<file path="config.mk">
export PLATFORM = sky130hd
export DESIGN_NAME = ripple_down_timer
export DESIGN_NICKNAME = d
export VERILOG_FILES = /design/src/rtl/ripple_down_timer.sv
export SDC_FILE = /design/constraint.sdc
export NUM_CORES = 1
export LEC_CHECK = 0
export CORE_AREA = 2 2 39 41
export CTS_CLUSTER_SIZE = 14
export DETAILED_ROUTE_END_ITERATION = 6
export DIE_AREA = 0 0 41 43
export PLACE_DENSITY = 0.76
export SLEW_MARGIN = 20
export SYNTH_ARGS = -nofsm -noshare
export SYNTH_HDL_FRONTEND = slang
export SYNTH_SLANG_ARGS = --single-unit
</file>
<file path="constraint.sdc">
create_clock -name clk -period 2 [get_ports clk]
set_input_delay 0.4 -clock clk [delete_from_list [all_inputs] [get_ports clk]]
set_output_delay 0.4 -clock clk [all_outputs]
set_load 0.02 [all_outputs]
</file>
<file path="src/rtl/ripple_down_timer.sv">
// Programmable down-counter/timer: load, start/stop/resume, count on en ticks, one-cycle tc at zero.
// Optional AUTO_RELOAD_EN: periodic mode that reloads from the captured load value instead of stopping.
module ripple_down_timer #(
  parameter int WIDTH = 4
) (
  input  logic             clk,
  input  logic             rstn,
  input  logic             load,
  input  logic [WIDTH-1:0] load_val,
  input  logic             start,
  input  logic             stop,
  input  logic             en,
  output logic [WIDTH-1:0] q,
  output logic             busy,
  output logic             done,
  output logic             tc
);

  localparam logic [1:0] IDLE  = 2'd0;
  localparam logic [1:0] RUN   = 2'd1;
  localparam logic [1:0] PAUSE = 2'd2;
  localparam logic [1:0] DONE  = 2'd3;

  logic [1:0] state;

`ifdef AUTO_RELOAD_EN
  logic [WIDTH-1:0] reload;

  always_ff @(posedge clk or negedge rstn) begin
    if (!rstn) begin
      reload <= '0;
    end else if (load) begin
      reload <= load_val;
    end
  end
`endif

  // NOTE: state is updated with non-blocking assignments so every branch below
  // sees the pre-edge values of state and q, matching the register semantics.
  always_ff @(posedge clk or negedge rstn) begin
    if (!rstn) begin
      state <= IDLE;
      q     <= '0;
      tc    <= 1'b0;
    end else begin
      tc <= 1'b0;
      if (load) begin
        q     <= load_val;
        state <= IDLE;
      end else if (stop) begin
        // stop consumes the edge: it pauses a running count and masks start.
        if (state == RUN) state <= PAUSE;
      end else if (start && state != RUN) begin
        if (q != '0) state <= RUN;
      end else if (state == RUN && en) begin
        if (q == WIDTH'(1)) begin
          q  <= '0;
          tc <= 1'b1;
`ifndef AUTO_RELOAD_EN
          state <= DONE;
`endif
        end else if (q == '0) begin
`ifdef AUTO_RELOAD_EN
          q <= reload;
`endif
        end else begin
          q <= q - WIDTH'(1);
        end
      end
    end
  end

  assign busy = (state == RUN);
  assign done = (state == DONE);

endmodule

</file>
==> After elaboration in Yosys (flattened, before gate mapping) <==
Cells that the tools add are included.
{ "word_totals": {"output_inout_bits": 7, "ff_bits": 7, "word_cells": 40, "in_bits": 10} }
{ "op_classes": {"addsub": 1, "mux": 18, "n_reduce_logical": 9, "eq_ne": 9} }
{ "op_table": {"columns": ["operator", "n"], "rows": [
  ["$mux W4", 6],
  ["$mux W2", 7],
  ["$reduce_bool A4 Y1", 3],
  ["$reduce_and A4 Y1", 2],
  ["$mux W1", 5],
  ["$eq A4 B1 Y1 const B", 1],
  ["$logic_not A4 Y1", 1],
  ["$ne A2 B2 Y1 const B", 2],
  ["$ne A4 B3 Y1 const B", 1],
  ["$sub A4 B1 Y4 const B", 1],
  ["$ne A3 B2 Y1 const B", 1],
  ["$ne A3 B3 Y1 const B", 1],
  ["$eq A2 B1 Y1 const B", 1],
  ["$eq A2 B2 Y1 const B", 1],
  ["$logic_and A1 B1 Y1", 2],
  ["$ne A2 B1 Y1 const B", 1],
  ["$reduce_bool A2 Y1", 1]
]} }

==> Depth between registers and ports, before layout <==
Gate-level depths: netlist of the first run.
{ "depth": {"depth_word": 7, "depth_mapped": 5, "mapped_depth_nobuf": 5} }

==> Worst setup path after synthesis of the first run <==
OpenSTA, ideal clock, no wires.
{ "synth_path": {"kind": "register -> register", "startpoint": "reg q[1]", "endpoint": "reg state[1]", "required_time_ns": 1.906, "setup_ns": 0.094, "synth_period_minus_slack_ns": 1.599, "arrival_time_ns": 1.505, "stages_incl_launch_ff": 6, "path_buffers": 0, "path_slack_ns": 0.401, "cell_sequence": "dfrtp_1 -> inv_1 -> ha_1 -> or3b_1 -> and4_1 -> a211oi_1"} }
{ "synth_via": {"elab_chain_len": 3, "elab_cells_between_ends": 5, "cone_classes": "eq/ne: 2; reduce/logical: 3"} }
{ "synth_lines": {"columns": ["item", "line", "rtl"], "rows": [
  ["start: declaration", "13", "output logic [WIDTH-1:0] q,"],
  ["start signal: assignment", "48", "q <= load_val;"],
  ["start signal: assignment", "67", "q <= q - WIDTH'(1);"],
  ["$reduce_bool A4 Y1 / $eq A4 B1 Y1 (equally long branches)", "54, 56", null],
  ["$ne A4 B3 Y1 (no source line) / $reduce_bool A4 Y1 (equally long branches)", null, null],
  ["$reduce_and A4 Y1 (no source line) (*)", null, null],
  ["end signal: assignment", "52", "if (state == RUN) state <= PAUSE;"],
  ["end signal: assignment", "54", "if (q != '0) state <= RUN;"],
  ["end signal: assignment", "60", "state <= DONE;"],
  ["end: declaration", "24", "logic [1:0] state;"]
]} }
Every way passes the cells marked *; elsewhere a longest branch is shown, timed or not.
A chain may end at the register's enable or synchronous reset.

==> Final worst setup path of the first run <==
{ "layout_path": {"startpoint": "reg state[1]", "endpoint": "out done"} }
{ "layout_via": {"elab_chain_len": 1} }
{ "layout_lines": {"columns": ["item", "line", "rtl"], "rows": [
  ["start signal: assignment", "42", "state <= IDLE;"],
  ["start signal: assignment", "49", "state <= IDLE;"],
  ["start signal: assignment", "52", null],
  ["$eq A2 B2 Y1", "74", "assign done = (state == DONE);"],
  ["end: declaration", "15", "output logic done,"]
]} }
No other way between the ends.

==> run summary, run 1 <==
LAYOUT
--------------------------------------------------------------------------------
Layout fillers ....................................................          146
Post-layout utilization of the core ...............................       0.4864
Fraction of layout cells with a size suffix above 1 ...............      0.07042
Number of standard cells in the layout, taps in and fillers out ...           87
Ant. Diodes .......................................................            0
Relative area change from synthesis to final layout ...............       46.99%
Post-layout net count .............................................           84

DIE
--------------------------------------------------------------------------------
Placeable core region .............................................     1384 um2
Die width .........................................................        41 um
Floorplan die area ................................................     1763 um2
I/O pin count .....................................................           17
Vertical die dimension ............................................        43 um
Number of standard-cell rows in the floorplan .....................           14
Starting density of the core ......................................       0.3309

CRITICAL PATH
--------------------------------------------------------------------------------
Req. time, crit path ..............................................      1.60 ns
Slowest cell on the critical path ................................. sky130_fd_sc_hd__clkdlybuf4s50_1
Arrival time of the worst setup path ..............................      1.42 ns
Crit Path Class ...................................................      reg2out
Worst setup EP type ...............................................   output pin
Start point of the critical path ..................................     state[1]
Series of cell instances along the critical path .................. and2_1 > clkdlybuf4s50_1
Element type at the critical path start ...........................     register
Largest driver fanout on the critical path ........................            7
Reg-to-reg startpoint .............................................         q[0]
Critical Path Max Stage Delay .....................................      0.59 ns

STA
--------------------------------------------------------------------------------
Post-layout min period ............................................     1.819 ns
Final clock skew ..................................................  0.003745 ns
Final-layout setup total negative slack ...........................         0 ns
Pins Over Slew Limit ..............................................            0
Final-report setup violation count ................................            0
Minimum setup slack in the final design ...........................    0.1811 ns
Total count of hold-check failures in the final report ............            0
Transition time at the pin with the least slew margin .............    0.4539 ns
Final period utilization ..........................................       0.9094
Fmax ..............................................................    549.8 MHz
Unrepaired setup endpoints after global routing ...................           no
Slew headroom .....................................................       0.6931

POWER
--------------------------------------------------------------------------------
Peak supply drop ..................................................     292.0 uV
Total power after layout ..........................................    0.4010 mW
Total power density per cell area ................................. 595.7 nW/um2
Static leakage ....................................................    0.2952 nW

LOGIC SYNTHESIS
--------------------------------------------------------------------------------
Post-synthesis instance area ......................................    457.9 um2
Unique cell type count in the Yosys netlist .......................           26
Yosys warning total ...............................................            0
Fraction of registers with async set/reset ........................        1.000
Number of nets produced by synthesis ..............................           63
Number of enable flip-flop cells after synthesis ..................            0
Most area-hungry cell type in the Yosys netlist ................... sky130_fd_sc_hd__dfrtp_1
Syn Area/Cell .....................................................    8.979 um2
Post-synthesis register bit count .................................            7
Top-count cell post-synth ......................................... sky130_fd_sc_hd__dfrtp_1
Ys flop type ...................................................... sky130_fd_sc_hd__dfrtp_1
Share of Yosys cell area claimed by the top area cell type ........       0.3825
Post-synthesis cell count .........................................           51
Leading cell types by total area after synthesis .................. sky130_fd_sc_hd__dfrtp_1 38%, sky130_fd_sc_hd__ha_1 5.5%, sky130_fd_sc_hd__inv_1 4.9%
Leading post-synthesis cells by instance count .................... 7 x sky130_fd_sc_hd__dfrtp_1, 6 x sky130_fd_sc_hd__inv_1, 5 x sky130_fd_sc_hd__nand2_1, 3 x sky130_fd_sc_hd__nor2_1, 3 x sky130_fd_sc_hd__or4_1
Sequential share of the synthesized area ..........................       0.3825

GLOBAL ROUTE
--------------------------------------------------------------------------------
GR Overflow Total .................................................            0
Number of antenna violations at the first check in global routing .            0
Global router's overall resource usage ............................       0.1459
Maximum number of pins on one net before global-route repair ......            8
Number of global-route vias before repair .........................          432
Wire length of the first global-routing pass ......................      1773 um

ROUTE
--------------------------------------------------------------------------------
Drt first pass iters ..............................................            2
Uppermost layer routed ............................................         met3
ANT nets after route ..............................................            0
Total met3 wirelength after detailed routing ......................        71 um
Metal2 WL .........................................................       558 um
DRC Markers .......................................................            0
Violation count after the first detailed-routing iteration ........            1
Routed vias/inst ..................................................        5.195
Vias post-DR ......................................................          452
Wire length per cell after detailed routing .......................     12.22 um
Total routed wire length on the met1 layer ........................       433 um
Final routed wirelength across all metal layers ...................      1063 um

PLACEMENT
--------------------------------------------------------------------------------
Final weighted congestion of routability-driven global placement ..       0.8059
Setup slack after placement .......................................    0.1655 ns
Final HPWL DP .....................................................     843.8 um
Port Buffer Count .................................................           16
Number of cells in the design after placement .....................           83

FLOW RUN
--------------------------------------------------------------------------------
Max-cap viol count ................................................            0

HOLD PATH
--------------------------------------------------------------------------------
Hold WC Path Type .................................................     in2async

CLOCK TREE
--------------------------------------------------------------------------------
H-tree levels .....................................................            1
Worst-path clk slew ...............................................      0.05 ns
CTS tree ..........................................................        built
Clock network latency to the later pin of the worst-skew pair .....      0.25 ns
# clock sinks .....................................................            7
Maximum count of clock buffers along a single path ................            2
Number of buffers inserted to repair setup after CTS ..............            0
Number of CTS-inserted buffers ....................................            3
Root Buffer ....................................................... sky130_fd_sc_hd__clkbuf_4

STATUS
--------------------------------------------------------------------------------
Status ............................................................ finished, final reports clean

## cell usage in the layout, fill, tap and decap left out, drive strengths merged
cell type | synthesis | routed
nor2 | 3 | 3
nand2 | 5 | 5
or3b | 1 | 1
nand4bb | 1 | 1
inv | 6 | 6
nor3b | 2 | 2
o311ai | 2 | 2
a21oi | 1 | 1
buf | 1 | 2
and2 | 2 | 2
o21a | 1 | 1
or3 | 1 | 1
a211oi | 1 | 1
dfrtp | 7 | 7
o22a | 1 | 1
a32oi | 1 | 1
and4 | 1 | 1
dlymetal6s2s | 0 | 1
o211ai | 2 | 2
o21ai | 1 | 1
clkbuf | 1 | 4
ha | 2 | 2
o31ai | 2 | 2
nand2b | 1 | 1
or4 | 3 | 3
clkdlybuf4s50 | 0 | 15
nand4 | 1 | 1
nor4b | 1 | 1
## worst max-delay path: cells and delay by family, from the launching register on
kind	cells	cell delay, ns
flip-flops	1	0.43
buffers and inverters	1	0.59
AND/OR/NAND/NOR	1	0.15
## power by group
| group | internal [mW] | switching, mW |
|---|---|---|
| clock | 0.0761 | 0.0514 |
| combinational | 0.0566 | 0.0483 |
| sequential | 0.153 | 0.0158 |
| total | 0.286 | 0.115 |
## routing by layer
layer / vias to the layer above / global-route usage
met1: 211 / 0.1683
li1: 228 / -
met4: 0 / 0.04000
met2: 13 / 0.2344
met5: - / 0
met3: 0 / 0.06283
## final cells by class
| type | count | area (um2) | share of cell area |
|---|---|---|---|
| multi-input combinational | 36 | 251.5 | 0.3736 |
| tap | 16 | 20.02 | 0.02974 |
| inverter | 6 | 22.52 | 0.03346 |
| timing repair buffer | 18 | 177.7 | 0.2639 |
| clock buffer | 4 | 26.28 | 0.03903 |
| sequential | 7 | 175.2 | 0.2602 |
## cell families after synthesis
group | synth area share
simple gates | 0.2978
compound gates | 0.1967
buf+inv | 0.06828
flops | 0.3825
fa+ha+maj | 0.05464
## sequential cells by signal (all words and copies together), names as in the netlist
name and flops:
state 2, q 4, tc 1
## worst paths after layout
path                                  to  slack (ns)  depth (start not counted)
worst max-delay path                done        0.18                          2
worst min-delay path            state[0]        0.41                          1
worst max register to register  state[1]        0.33                          5
worst min register to register      q[3]        0.61                          2
max in group asynchronous           q[2]        1.35                          1
min in group clk                    q[3]        0.61                          2
## metrics by stage
| stage | hold WS (ns) | cell area, um2 |
|---|---|---|
| 4_1_cts | 0.4177 | 670.6 |
| 3_5_place_dp | 0.6192 | 644.4 |
| 2_1_floorplan | 0.1044 | 457.9 |
| 6_report | 0.4069 | 673.1 |
| 3_3_place_gp | 0.6057 | 644.4 |
| 5_1_grt | 0.4143 | 673.1 |
## timing repair
item                       4_1_cts  5_1_grt
setup endpoints to repair        0        1
resized for setup                0        1
hold buffers                     0        0
No activity file was read; power rests on OpenSTA's default activity.
==> run 2: changes to the inputs <==
--- a/config.mk
+++ b/config.mk
@@ -9,6 +9,7 @@
 export CTS_CLUSTER_SIZE = 14
 export DETAILED_ROUTE_END_ITERATION = 6
 export DIE_AREA = 0 0 41 43
+export GPL_TIMING_DRIVEN = 0
 export PLACE_DENSITY = 0.76
 export SLEW_MARGIN = 20
 export SYNTH_ARGS = -nofsm -noshare
==> run 2 against run 1 <==
Setup slack worse by 0.11 ns. Highest routed layer is now met4. Design area down 2.8%. Global-route usage down 2.4 points. Cell count down 1.1%. Worst hold slack worse by 0.0072 ns. First-iteration DRC count rose to 10 times the previous value. Critical path depth up 1. Largest cell class unchanged. Register-to-register slack better by 0.04 ns. Clock power up 6%. Critical path type unchanged. Wire length down 8.0%.
==> run summary, run 2 (synthesized netlist as in run 1, its figures left out) <==
PLACEMENT
-------------------------------------------------------------------------------------
Final HPWL DP ..........................................................     757.3 um   -10%
Setup slack after placement ............................................    0.1015 ns   -0.06401 ns
Final weighted congestion of routability-driven global placement .......       0.8102   +0.53%
Port Buffer Count ......................................................           15   -1
Standard cell area after detailed placement ............................    628.1 um2   -2.5%

DIE
-------------------------------------------------------------------------------------
Floorplan die area .....................................................     1763 um2   unchanged
Number of standard-cell rows in the floorplan ..........................           14   unchanged
Placeable core region ..................................................     1384 um2   unchanged
Vertical die dimension .................................................        43 um   unchanged
I/O pin count ..........................................................           17   unchanged
Die width ..............................................................        41 um   unchanged
Starting density of the core ...........................................       0.3309   unchanged

CRITICAL PATH
-------------------------------------------------------------------------------------
Series of cell instances along the critical path ....................... nand2b_1 > inv_1 > clkdlybuf4s50_1
CP delay by family, top ................................................ buffers and inverters
Arrival time of the worst setup path ...................................      1.53 ns   +0.11 ns
Critical Path Max Stage Delay ..........................................      0.59 ns   about the same
Crit Path Class ........................................................      reg2out
Worst setup EP type ....................................................   output pin
Element type at the critical path start ................................     register
Slowest cell on the critical path ...................................... sky130_fd_sc_hd__clkdlybuf4s50_1
CP Buf/Inv Count .......................................................            2   +1
Largest driver fanout on the critical path .............................            7   unchanged
Req. time, crit path ...................................................      1.60 ns   about the same

STA
-------------------------------------------------------------------------------------
Final-report setup violation count .....................................            0   unchanged
Pins Over Slew Limit ...................................................            0   unchanged
Final-layout setup total negative slack ................................         0 ns   unchanged
Post-layout min period .................................................     1.929 ns   +0.1103 ns
Final clock skew .......................................................  0.004700 ns   +0.0009554 ns
Slew headroom ..........................................................       0.6994   +0.006308
Minimum setup slack in the final design ................................   0.07081 ns   -0.1103 ns
Transition time at the pin with the least slew margin ..................    0.4446 ns   -0.009331 ns
Final period utilization ...............................................       0.9646   +0.05516
Total count of hold-check failures in the final report .................            0   unchanged
Unrepaired setup endpoints after global routing ........................           no
Fmax ...................................................................    518.4 MHz   -5.7%

LAYOUT
-------------------------------------------------------------------------------------
Post-layout net count ..................................................           83   -1.2%
Fraction of layout cells with a size suffix above 1 ....................      0.05714   -0.01328
Relative area change from synthesis to final layout ....................       42.90%
Most frequent standard cell in the layout excluding fill and tap cells . sky130_fd_sc_hd__clkdlybuf4s50_1
Max reg flops ..........................................................            4   unchanged
Post-layout utilization of the core ....................................       0.4729   -0.01356
Most frequent cells in the layout ...................................... 15 x sky130_fd_sc_hd__clkdlybuf4s50_1, 7 x sky130_fd_sc_hd__dfrtp_1, 6 x sky130_fd_sc_hd__inv_1, 5 x sky130_fd_sc_hd__nand2_1
Layout Cell Area excl Fill .............................................    654.4 um2   -2.8%
Largest reg by FF count ................................................            q
Ant. Diodes ............................................................            0   unchanged
Largest registers in the final layout .................................. q x4, state x2, tc x1

POWER
-------------------------------------------------------------------------------------
Total power after layout ...............................................    0.4042 mW   +0.81%
Peak supply drop .......................................................     247.6 uV   -15%
Static leakage .........................................................    0.2692 nW   -8.8%
Total power density per cell area ...................................... 617.7 nW/um2   +3.7%

GLOBAL ROUTE
-------------------------------------------------------------------------------------
Number of global-route vias before repair ..............................          342   -21%
Maximum number of pins on one net before global-route repair ...........           11   +3
Global router's overall resource usage .................................       0.1221   -0.02378
GR Overflow Total ......................................................            0   unchanged
Number of antenna violations at the first check in global routing ......            0   unchanged
Wire length of the first global-routing pass ...........................      1393 um   -21%

CLOCK TREE
-------------------------------------------------------------------------------------
Count of hold buffers inserted by post-cts repair ......................            0   unchanged
Maximum count of clock buffers along a single path .....................            2   unchanged
Root Buffer ............................................................ sky130_fd_sc_hd__clkbuf_4
H-tree levels ..........................................................            1   unchanged
Number of buffers inserted to repair setup after CTS ...................            0   unchanged
# clock sinks ..........................................................            7   unchanged
Clock network latency to the later pin of the worst-skew pair ..........      0.26 ns   about the same
Number of CTS-inserted buffers .........................................            3   unchanged
Worst-path clk slew ....................................................      0.06 ns   about the same
Number of instances resized during post-cts repair .....................            0   unchanged
CTS tree ...............................................................        built

ROUTE
-------------------------------------------------------------------------------------
Final routed wirelength across all metal layers ........................       978 um   -8.0%
Vias post-DR ...........................................................          439   -2.9%
Wire length per cell after detailed routing ............................     11.37 um   -6.9%
DRC Markers ............................................................            0   unchanged
Violation count after the first detailed-routing iteration .............           10   +9
Routed vias/inst .......................................................        5.105   -1.7%
ANT nets after route ...................................................            0   unchanged
Drt first pass iters ...................................................            4   +2

HOLD PATH
-------------------------------------------------------------------------------------
Hold WC Path Type ......................................................     in2async

STATUS
-------------------------------------------------------------------------------------
Status ................................................................. finished, final reports clean

FLOW RUN
-------------------------------------------------------------------------------------
Max-cap viol count .....................................................            0   unchanged

## run 2: cell types whose count changed in the layout (fill, tap and decap cells not counted), sizes merged
cell          previous run  this run
clkbuf                   4         5
dlymetal6s2s             1         0
buf                      2         1
## run 2: layout make-up
class	instances	area (um2)
buffer	2	8.758
clock buffer	4	26.28
fill	142	729.5
inverter	6	22.52
multi-input combinational	36	251.5
sequential	7	175.2
tap	16	20.02
timing repair buffer	15	150.1
## run 2: power breakdown
| part | leakage, nW | switching, mW | internal [mW] |
|---|---|---|---|
| Combinational | 0.166 | 0.0468 | 0.0539 |
| Sequential | 0.0883 | 0.0151 | 0.153 |
| Clock | 0.0150 | 0.0592 | 0.0766 |
| Total | 0.269 | 0.121 | 0.283 |
## run 2: worst register-to-register path, cell delays in order, from the launching register on
cell and delay, ns:
sky130_fd_sc_hd__dfrtp_1 0.39, sky130_fd_sc_hd__inv_1 0.10, sky130_fd_sc_hd__ha_1 0.22, sky130_fd_sc_hd__or3b_1 0.40
sky130_fd_sc_hd__and4_1 0.22, sky130_fd_sc_hd__a211oi_1 0.21
## run 2: layer usage
metal / wire length, um / track usage
met1: 411 / 0.1373
met2: 487 / 0.1906
met3: 67 / 0.06283
met4: 12 / 0.04000
met5: 0 / 0
## run 2: worst paths after layout
check | slack, ns | from | cells past startpoint | endpoint
worst min register to register | 0.62 | q[0] | 2 | q[0]
min in group clk | 0.54 | load | 2 | state[0]
worst max register to register | 0.37 | q[1] | 5 | state[1]
worst min-delay path | 0.40 | rstn | 1 | state[0]
max in group asynchronous | 1.35 | rstn | 1 | q[2]
worst max-delay path | 0.07 | state[1] | 3 | busy
## run 2: metrics by stage
stage	cells	hold WS, ns
after floorplan	51	0.1044
after CTS	86	0.4093
after global routing	86	0.4100
after detailed placement	82	0.6117
final	86	0.3997
after global placement	82	0.6081
